`src/rtl/alu_pkg.sv`:
```
// Opcode map and shared types for the execute-stage ALU.
package alu_pkg;

    localparam int OPW = 5;

    localparam logic [OPW-1:0] OP_ADD  = 5'b00000;
    localparam logic [OPW-1:0] OP_SUB  = 5'b00001;
    localparam logic [OPW-1:0] OP_INC  = 5'b00010;
    localparam logic [OPW-1:0] OP_DEC  = 5'b00011;
    localparam logic [OPW-1:0] OP_MUL  = 5'b00100;
    localparam logic [OPW-1:0] OP_OR   = 5'b00101;
    localparam logic [OPW-1:0] OP_AND  = 5'b00110;
    localparam logic [OPW-1:0] OP_XOR  = 5'b00111;
    localparam logic [OPW-1:0] OP_NOR  = 5'b01000;
    localparam logic [OPW-1:0] OP_NAND = 5'b01001;
    localparam logic [OPW-1:0] OP_XNOR = 5'b01010;
    localparam logic [OPW-1:0] OP_NOT  = 5'b01011;
    localparam logic [OPW-1:0] OP_LSL  = 5'b01100;
    localparam logic [OPW-1:0] OP_LSR  = 5'b01101;
    localparam logic [OPW-1:0] OP_ASR  = 5'b01110;
    localparam logic [OPW-1:0] OP_ROL  = 5'b01111;
    localparam logic [OPW-1:0] OP_ROR  = 5'b10000;
    localparam logic [OPW-1:0] OP_EQ   = 5'b10001;
    localparam logic [OPW-1:0] OP_GT   = 5'b10010;
    localparam logic [OPW-1:0] OP_LT   = 5'b10011;
    localparam logic [OPW-1:0] OP_GE   = 5'b10100;
    localparam logic [OPW-1:0] OP_LE   = 5'b10101;

    typedef enum logic [1:0] {
        SM_LOGIC  = 2'd0,
        SM_ARITH  = 2'd1,
        SM_ROTATE = 2'd2
    } shift_mode_e;

endpackage

```
`src/rtl/alu_shifter.sv`:
```
// Single-bit shift/rotate unit; the bit leaving the word is the carry-out.
module alu_shifter
    import alu_pkg::*;
#(
    parameter int N = 8
) (
    input  logic [N-1:0] din,
    input  shift_mode_e  mode,
    input  logic         left,
    output logic [N-1:0] dout,
    output logic         cout
);

    logic fill;

    always_comb begin
        fill = 1'b0;
        dout = din;
        cout = 1'b0;
        if (left) begin
            // Arithmetic left shift is identical to logical
            fill = (mode == SM_ROTATE) ? din[N-1] : 1'b0;
            dout = {din[N-2:0], fill};
            cout = din[N-1];
        end else begin
            unique case (mode)
                SM_ROTATE: fill = din[0];
                SM_ARITH:  fill = din[N-1];
                default:   fill = 1'b0;
            endcase
            dout = {fill, din[N-1:1]};
            cout = din[0];
        end
    end

endmodule

```
`src/rtl/alu_unit.sv`:
```
// N-bit integer ALU with one-cycle registered results and flags.
module alu_unit
    import alu_pkg::*;
#(
    parameter int N = 8
) (
    input  logic           clk,
    input  logic           reset,
    input  logic [N-1:0]   num1,
    input  logic [N-1:0]   num2,
    input  logic [OPW-1:0] operation,
    output logic [N-1:0]   results,
    output logic [2*N-1:0] xresults,
    output logic           carryflag,
    output logic           overflow
);

    localparam logic [N-1:0] ONE  = {{(N-1){1'b0}}, 1'b1};
    localparam logic [N-1:0] SMAX = {1'b0, {(N-1){1'b1}}};
    localparam logic [N-1:0] SMIN = {1'b1, {(N-1){1'b0}}};
    localparam logic [N-1:0] ZERO = '0;

    logic [N-1:0]   res_d, res_q;
    logic [2*N-1:0] xres_d, xres_q;
    logic           carry_d, carry_q;
    logic           ovf_d, ovf_q;

    logic [N:0]     sum, diff, incr;
    logic [2*N-1:0] prod;
    logic [N-1:0]   sh_out;
    logic           sh_cout;
    shift_mode_e    sh_mode;
    logic           sh_left;
    logic           ext_set;

    assign sum  = {1'b0, num1} + {1'b0, num2};
    assign diff = {1'b0, num1} - {1'b0, num2};
    assign incr = {1'b0, num1} + {1'b0, ONE};
    assign prod = {{N{1'b0}}, num1} * {{N{1'b0}}, num2};

    always_comb begin
        sh_mode = SM_LOGIC;
        sh_left = 1'b0;
        unique case (operation)
            OP_LSL:  sh_left = 1'b1;
            OP_ASR:  sh_mode = SM_ARITH;
            OP_ROL: begin
                sh_mode = SM_ROTATE;
                sh_left = 1'b1;
            end
            OP_ROR:  sh_mode = SM_ROTATE;
            default: ;
        endcase
    end

    alu_shifter #(.N(N)) u_shifter (
        .din  (num1),
        .mode (sh_mode),
        .left (sh_left),
        .dout (sh_out),
        .cout (sh_cout)
    );

    always_comb begin
        res_d   = '0;
        xres_d  = '0;
        carry_d = 1'b0;
        ovf_d   = 1'b0;
        ext_set = 1'b0;
        unique case (operation)
            OP_ADD: begin
                res_d   = sum[N-1:0];
                xres_d  = {{(N-1){1'b0}}, sum};
                ext_set = 1'b1;
                carry_d = sum[N];
                ovf_d   = (num1[N-1] == num2[N-1]) &&
                          (res_d[N-1] != num1[N-1]);
            end
            OP_SUB: begin
                res_d   = diff[N-1:0];
                carry_d = diff[N];
                ovf_d   = (num1[N-1] != num2[N-1]) &&
                          (res_d[N-1] != num1[N-1]);
            end
            OP_INC: begin
                res_d   = incr[N-1:0];
                xres_d  = {{(N-1){1'b0}}, incr};
                ext_set = 1'b1;
                carry_d = incr[N];
                ovf_d   = (num1 == SMAX);
            end
            OP_DEC: begin
                res_d   = num1 - ONE;
                carry_d = (num1 == ZERO);
                ovf_d   = (num1 == SMIN);
            end
            OP_MUL: begin
                res_d   = prod[N-1:0];
                xres_d  = prod;
                ext_set = 1'b1;
                carry_d = |prod[2*N-1:N];
                ovf_d   = |prod[2*N-1:N];
            end
            OP_OR:   res_d = num1 | num2;
            OP_AND:  res_d = num1 & num2;
            OP_XOR:  res_d = num1 ^ num2;
            OP_NOR:  res_d = ~(num1 | num2);
            OP_NAND: res_d = ~(num1 & num2);
            OP_XNOR: res_d = ~(num1 ^ num2);
            OP_NOT:  res_d = ~num1;
            OP_LSL, OP_LSR, OP_ASR, OP_ROL, OP_ROR: begin
                res_d   = sh_out;
                carry_d = sh_cout;
            end
            OP_EQ: res_d = {{(N-1){1'b0}}, (num1 == num2)};
            OP_GT: res_d = {{(N-1){1'b0}}, (num1 >  num2)};
            OP_LT: res_d = {{(N-1){1'b0}}, (num1 <  num2)};
            OP_GE: res_d = {{(N-1){1'b0}}, (num1 >= num2)};
            OP_LE: res_d = {{(N-1){1'b0}}, (num1 <= num2)};
            default: ;
        endcase
        if (!ext_set) begin
            xres_d = {{N{1'b0}}, res_d};
        end
    end

    always_ff @(posedge clk) begin
        if (reset) begin
            res_q   <= '0;
            xres_q  <= '0;
            carry_q <= 1'b0;
            ovf_q   <= 1'b0;
        end else begin
            res_q   <= res_d;
            xres_q  <= xres_d;
            carry_q <= carry_d;
            ovf_q   <= ovf_d;
        end
    end

    assign results   = res_q;
    assign xresults  = xres_q;
    assign carryflag = carry_q;
    assign overflow  = ovf_q;

endmodule

```
`config.mk`:
```
export PLATFORM = sky130hd
export DESIGN_NAME = alu_unit
export DESIGN_NICKNAME = d
export VERILOG_FILES = /design/src/rtl/alu_pkg.sv /design/src/rtl/alu_shifter.sv /design/src/rtl/alu_unit.sv
export SDC_FILE = /design/constraint.sdc
export NUM_CORES = 1
export LEC_CHECK = 0
export ABC_AREA = 1
export CAP_MARGIN = 0
export CORE_ASPECT_RATIO = 1.4
export CORE_MARGIN = 10
export CORE_UTILIZATION = 41
export CTS_CLUSTER_DIAMETER = 100
export DETAILED_ROUTE_END_ITERATION = 16
export PLACE_DENSITY = 0.58
export SLEW_MARGIN = 20
export SYNTH_ARGS = -nofsm -noshare
export SYNTH_HDL_FRONTEND = slang
export SYNTH_SLANG_ARGS = --single-unit
```
`constraint.sdc`:
```
create_clock -name clk -period 6.9 [get_ports clk]
set_input_delay 1.38 -clock clk [delete_from_list [all_inputs] [get_ports clk]]
set_output_delay 1.38 -clock clk [all_outputs]
set_load 0.01 [all_outputs]
```
==> metrics.txt <==
# TYPE chip_impl_metric gauge
chip_impl_metric{name="layout-drive-gt1-share",unit=""} 0.0470
chip_impl_metric{name="timing.critical_path.slowest_cell_delay",unit="ns"} 0.69
chip_impl_metric{name="globalRouteMet2Util",unit=""} 0.368
chip_impl_metric{name="globalRoute.totalOverflow",unit=""} 0
chip_impl_metric{name="finalHoldViolations",unit=""} 0
chip_impl_metric{name="vias",unit=""} 5710
chip_impl_info{name="critPathKind",value="in2reg"} 1
chip_impl_metric{name="max_slew.worst_pin.slew",unit="ns"} 0.594
chip_impl_info{name="busiest_layer",value="met2"} 1
chip_impl_metric{name="yosys_warnings",unit=""} 0
chip_impl_metric{name="post_synth_num_cell_types",unit=""} 36
chip_impl_info{name="start_kind",value="primary input"} 1
chip_impl_metric{name="layout.cells.non_filler",unit=""} 1068
chip_impl_metric{name="die_h",unit="um"} 156
chip_impl_metric{name="fmaxAchievable",unit="MHz"} 170
chip_impl_metric{name="cts_resized",unit=""} 0
chip_impl_metric{name="worst_ep_arrival_time",unit="ns"} 6.01
chip_impl_metric{name="holdWs",unit="ns"} 2.07
chip_impl_info{name="cts_tree",value="done"} 1
chip_impl_metric{name="antenna_violations_before_repair",unit=""} 0
chip_impl_metric{name="cts_buffers",unit=""} 3
chip_impl_metric{name="cts.clk_slew.worst_paths",unit="ns"} 0.06
chip_impl_metric{name="place.detailed.instances",unit=""} 1064
chip_impl_info{name="critical_path.slowest_cell",value="sky130_fd_sc_hd__clkdlybuf4s50_1"} 1
chip_impl_metric{name="initial_core_util",unit=""} 0.419
chip_impl_metric{name="timing.hold.worst_path_depth",unit=""} 2
chip_impl_metric{name="final.period_utilization",unit=""} 0.854
chip_impl_metric{name="synthesis.instances",unit=""} 881
chip_impl_metric{name="min_period",unit="ns"} 5.90
chip_impl_metric{name="core_area",unit="um^2"} 12900
chip_impl_metric{name="route.final.wire_length",unit="um"} 18400
chip_impl_metric{name="drt-wirelength-per-cell",unit="um"} 17.3
chip_impl_metric{name="drt_pre_antenna_iters",unit=""} 5
chip_impl_metric{name="drt.antenna.violating_nets",unit=""} 0
chip_impl_metric{name="synth.avg_cell_area",unit="um^2"} 6.12
chip_impl_metric{name="power.density_cell_area",unit="nW/um^2"} 173
chip_impl_metric{name="critPathRequiredTime",unit="ns"} 7.02
chip_impl_metric{name="gr-usage-met3",unit=""} 0.0239
chip_impl_metric{name="clock_path_buffers",unit=""} 2
chip_impl_metric{name="pre_cts_slack",unit="ns"} 0.753
chip_impl_metric{name="top_level_ports",unit=""} 49
chip_impl_metric{name="postCtsSetupRepairBufs",unit=""} 0
chip_impl_metric{name="syn2layout_area_growth",unit="%"} 13.1
chip_impl_metric{name="drtIter0Drc",unit=""} 349
chip_impl_metric{name="synth_area",unit="um^2"} 5390
chip_impl_metric{name="met1_usage",unit=""} 0.219
chip_impl_metric{name="globalRouteTotalUtil",unit=""} 0.206
chip_impl_metric{name="max_cap_violations",unit=""} 0
chip_impl_metric{name="finalWeightedCongestion",unit=""} 0.972
chip_impl_metric{name="cts.htree.levels",unit=""} 1
chip_impl_metric{name="final_net_count",unit=""} 1043
chip_impl_metric{name="die-width",unit="um"} 117
chip_impl_info{name="rsz0062_at_grt",value="false"} 1
chip_impl_metric{name="maximum_resistive_drop_on_vdd",unit="mV"} 0.259
chip_impl_metric{name="critical_path.max_fanout",unit=""} 15
chip_impl_metric{name="die-area",unit="um^2"} 18200
chip_impl_info{name="crit_end_category",value="flop"} 1
chip_impl_metric{name="routed_via_density",unit=""} 5.35
chip_impl_info{name="mostFrequentLayoutCells",value="sky130_fd_sc_hd__nand2_1 (226), sky130_fd_sc_hd__inv_1 (177), sky130_fd_sc_hd__nor2_1 (86), sky130_fd_sc_hd__ha_1 (66), sky130_fd_sc_hd__nand3_1 (59)"} 1
chip_impl_metric{name="grt_start_max_net_pins",unit=""} 21
chip_impl_metric{name="grt_first_pass_wirelength",unit="um"} 29400
chip_impl_info{name="layout_commonest_cell",value="sky130_fd_sc_hd__nand2_1"} 1
chip_impl_info{name="crit_family",value="adder cells"} 1
chip_impl_metric{name="port-buffer-count",unit=""} 48
chip_impl_metric{name="final.setup.worst_slack",unit="ns"} 1.00
chip_impl_metric{name="timing.final.setup_violations",unit=""} 0
chip_impl_info{name="hold_class",value="in2reg"} 1
chip_impl_metric{name="synth-seq-cells",unit=""} 26
chip_impl_metric{name="cts.hold.buffers_added",unit=""} 0
chip_impl_info{name="clock-root-buffer",value="sky130_fd_sc_hd__clkbuf_16"} 1
chip_impl_metric{name="setup-tns-final",unit="ns"} 0
chip_impl_metric{name="slew-limit-headroom",unit=""} 0.603
chip_impl_metric{name="synthesis.nets",unit=""} 1008
chip_impl_metric{name="slew_viol_final",unit=""} 0
chip_impl_metric{name="number_of_global_route_vias_before_repair",unit=""} 5663
chip_impl_metric{name="fill_cells",unit=""} 1398
chip_impl_metric{name="yosysSeqAreaShare",unit=""} 0.0966
chip_impl_info{name="min_from",value="reset"} 1
chip_impl_metric{name="detailedPlacementHpwl",unit="um"} 15400
chip_impl_metric{name="rows",unit=""} 49
chip_impl_info{name="status",value="finished, final reports clean"} 1
chip_impl_metric{name="antenna_diode_count",unit=""} 0
chip_impl_metric{name="crit_buf_inv",unit=""} 3
chip_impl_info{name="cp_common_cell",value="sky130_fd_sc_hd__nand2_1"} 1
chip_impl_metric{name="cellLeakagePower",unit="nW"} 3.41
chip_impl_metric{name="drt_drc_violations_left",unit=""} 0
chip_impl_metric{name="cts.sinks",unit=""} 26
chip_impl_info{name="critical_path.cell_chain",value="clkdlybuf4s50_1 -> ha_1 -> fa_1 -> fa_1 -> fa_1 -> inv_1 -> fa_1 -> inv_1 -> ha_1 -> nand2_1 -> nor2_1 -> nand2_1 -> nand2_1 -> nand2_1 -> nand2_1 -> nand2_1 -> nor2_1 -> nand3_1 -> nand2_1 -> a21oi_1"} 1
chip_impl_info{name="end_point_of_the_most_critical_hold_path",value="xresults[5]$_SDFF_PP0_"} 1
==> report_power, final <==
part	total (mW)	switching, mW	leakage (nW)	internal, mW
clock network	0.139	0.0503	0.0442	0.0886
registers	0.162	0.00222	0.212	0.160
logic	0.755	0.487	3.16	0.268
==> per-layer routing <==
metal / wire (um) / up-vias
li1: - / 2811
met1: 6790 / 2631
met2: 9420 / 193
met3: 873 / 75
met4: 1350 / 0
met5: 0 / -
==> kinds of logic (layout without fill, tap and decap cells) <==
family,after synthesis,after routing,synth area share
AOI/OAI and AO/OA,108,108,0.114
and+or+nand+nor,417,417,0.329
adders and majority gates,104,104,0.294
DFF,26,26,0.0966
buffers and inverters,220,254,0.157
xor gates and xnor gates,6,6,0.00975
==> stage by stage <==
stage / power [mW] / area [um^2] / util
global placement: 0.920 / 6010 / 0.467
CTS: 1.07 / 6100 / 0.474
detailed placement: 0.923 / 6010 / 0.467
finish: 1.06 / 6100 / 0.474
global route: 1.18 / 6100 / 0.474
floorplan: 0.704 / 5390 / -
==> worst max-delay path by stage <==
| stage | start | end | cells after the start |
|---|---|---|---|
| floorplan | num1[2] | carryflag$_SDFF_PP0_ | 23 |
| global placement | num1[4] | overflow$_SDFF_PP0_ | 21 |
| detailed placement | num1[4] | overflow$_SDFF_PP0_ | 20 |
| CTS | num1[4] | overflow$_SDFF_PP0_ | 20 |
| global route | num1[4] | overflow$_SDFF_PP0_ | 21 |
| finish | num1[4] | overflow$_SDFF_PP0_ | 20 |
==> sequential cells by signal, indices dropped and copies added (netlist names) <==
register   cells
xresults      16
results        8
carryflag      1
overflow       1
==> synth_stat cells <==
cell type,number,area (um^2)
sky130_fd_sc_hd__nor2_4,4,45.0
sky130_fd_sc_hd__o22ai_1,10,62.6
sky130_fd_sc_hd__a22o_1,2,17.5
sky130_fd_sc_hd__o221ai_1,4,35.0
sky130_fd_sc_hd__o311ai_0,1,8.76
sky130_fd_sc_hd__dfxtp_1,26,521
sky130_fd_sc_hd__nand2_1,226,848
sky130_fd_sc_hd__buf_4,3,22.5
sky130_fd_sc_hd__nor2_1,86,323
sky130_fd_sc_hd__o2111ai_1,2,17.5
sky130_fd_sc_hd__clkinv_1,1,3.75
sky130_fd_sc_hd__xnor2_1,2,17.5
sky130_fd_sc_hd__nand3_1,59,295
sky130_fd_sc_hd__o21ai_1,5,25.0
sky130_fd_sc_hd__nor2_2,6,37.5
sky130_fd_sc_hd__a31oi_1,4,25.0
sky130_fd_sc_hd__nor3_1,12,60.1
sky130_fd_sc_hd__ha_1,66,826
sky130_fd_sc_hd__o2bb2ai_1,1,8.76
sky130_fd_sc_hd__nand4_1,13,81.3
sky130_fd_sc_hd__o211ai_1,6,45.0
sky130_fd_sc_hd__nor3b_2,1,12.5
sky130_fd_sc_hd__nor4_1,1,6.26
sky130_fd_sc_hd__xor2_1,4,35.0
sky130_fd_sc_hd__a211oi_1,1,7.51
sky130_fd_sc_hd__a21oi_1,38,190
sky130_fd_sc_hd__fa_1,38,761
sky130_fd_sc_hd__buf_1,2,7.51
sky130_fd_sc_hd__nand3b_1,5,37.5
sky130_fd_sc_hd__clkbuf_2,1,5.00
sky130_fd_sc_hd__inv_2,15,56.3
sky130_fd_sc_hd__nand2_2,4,25.0
sky130_fd_sc_hd__o21ai_0,34,170
sky130_fd_sc_hd__buf_2,5,25.0
sky130_fd_sc_hd__clkbuf_1,16,60.1
sky130_fd_sc_hd__inv_1,177,664
==> layout make-up <==
class | instances | area [um^2] | area share
clock buffers | 4 | 88.8 | 0.0146
inverters | 193 | 724 | 0.119
multi-input cells | 635 | 4020 | 0.660
flip-flops and latches | 26 | 520 | 0.0854
well taps | 153 | 191 | 0.0314
repair buffers | 57 | 548 | 0.0899
No activity file was read; power rests on OpenSTA's default activity.
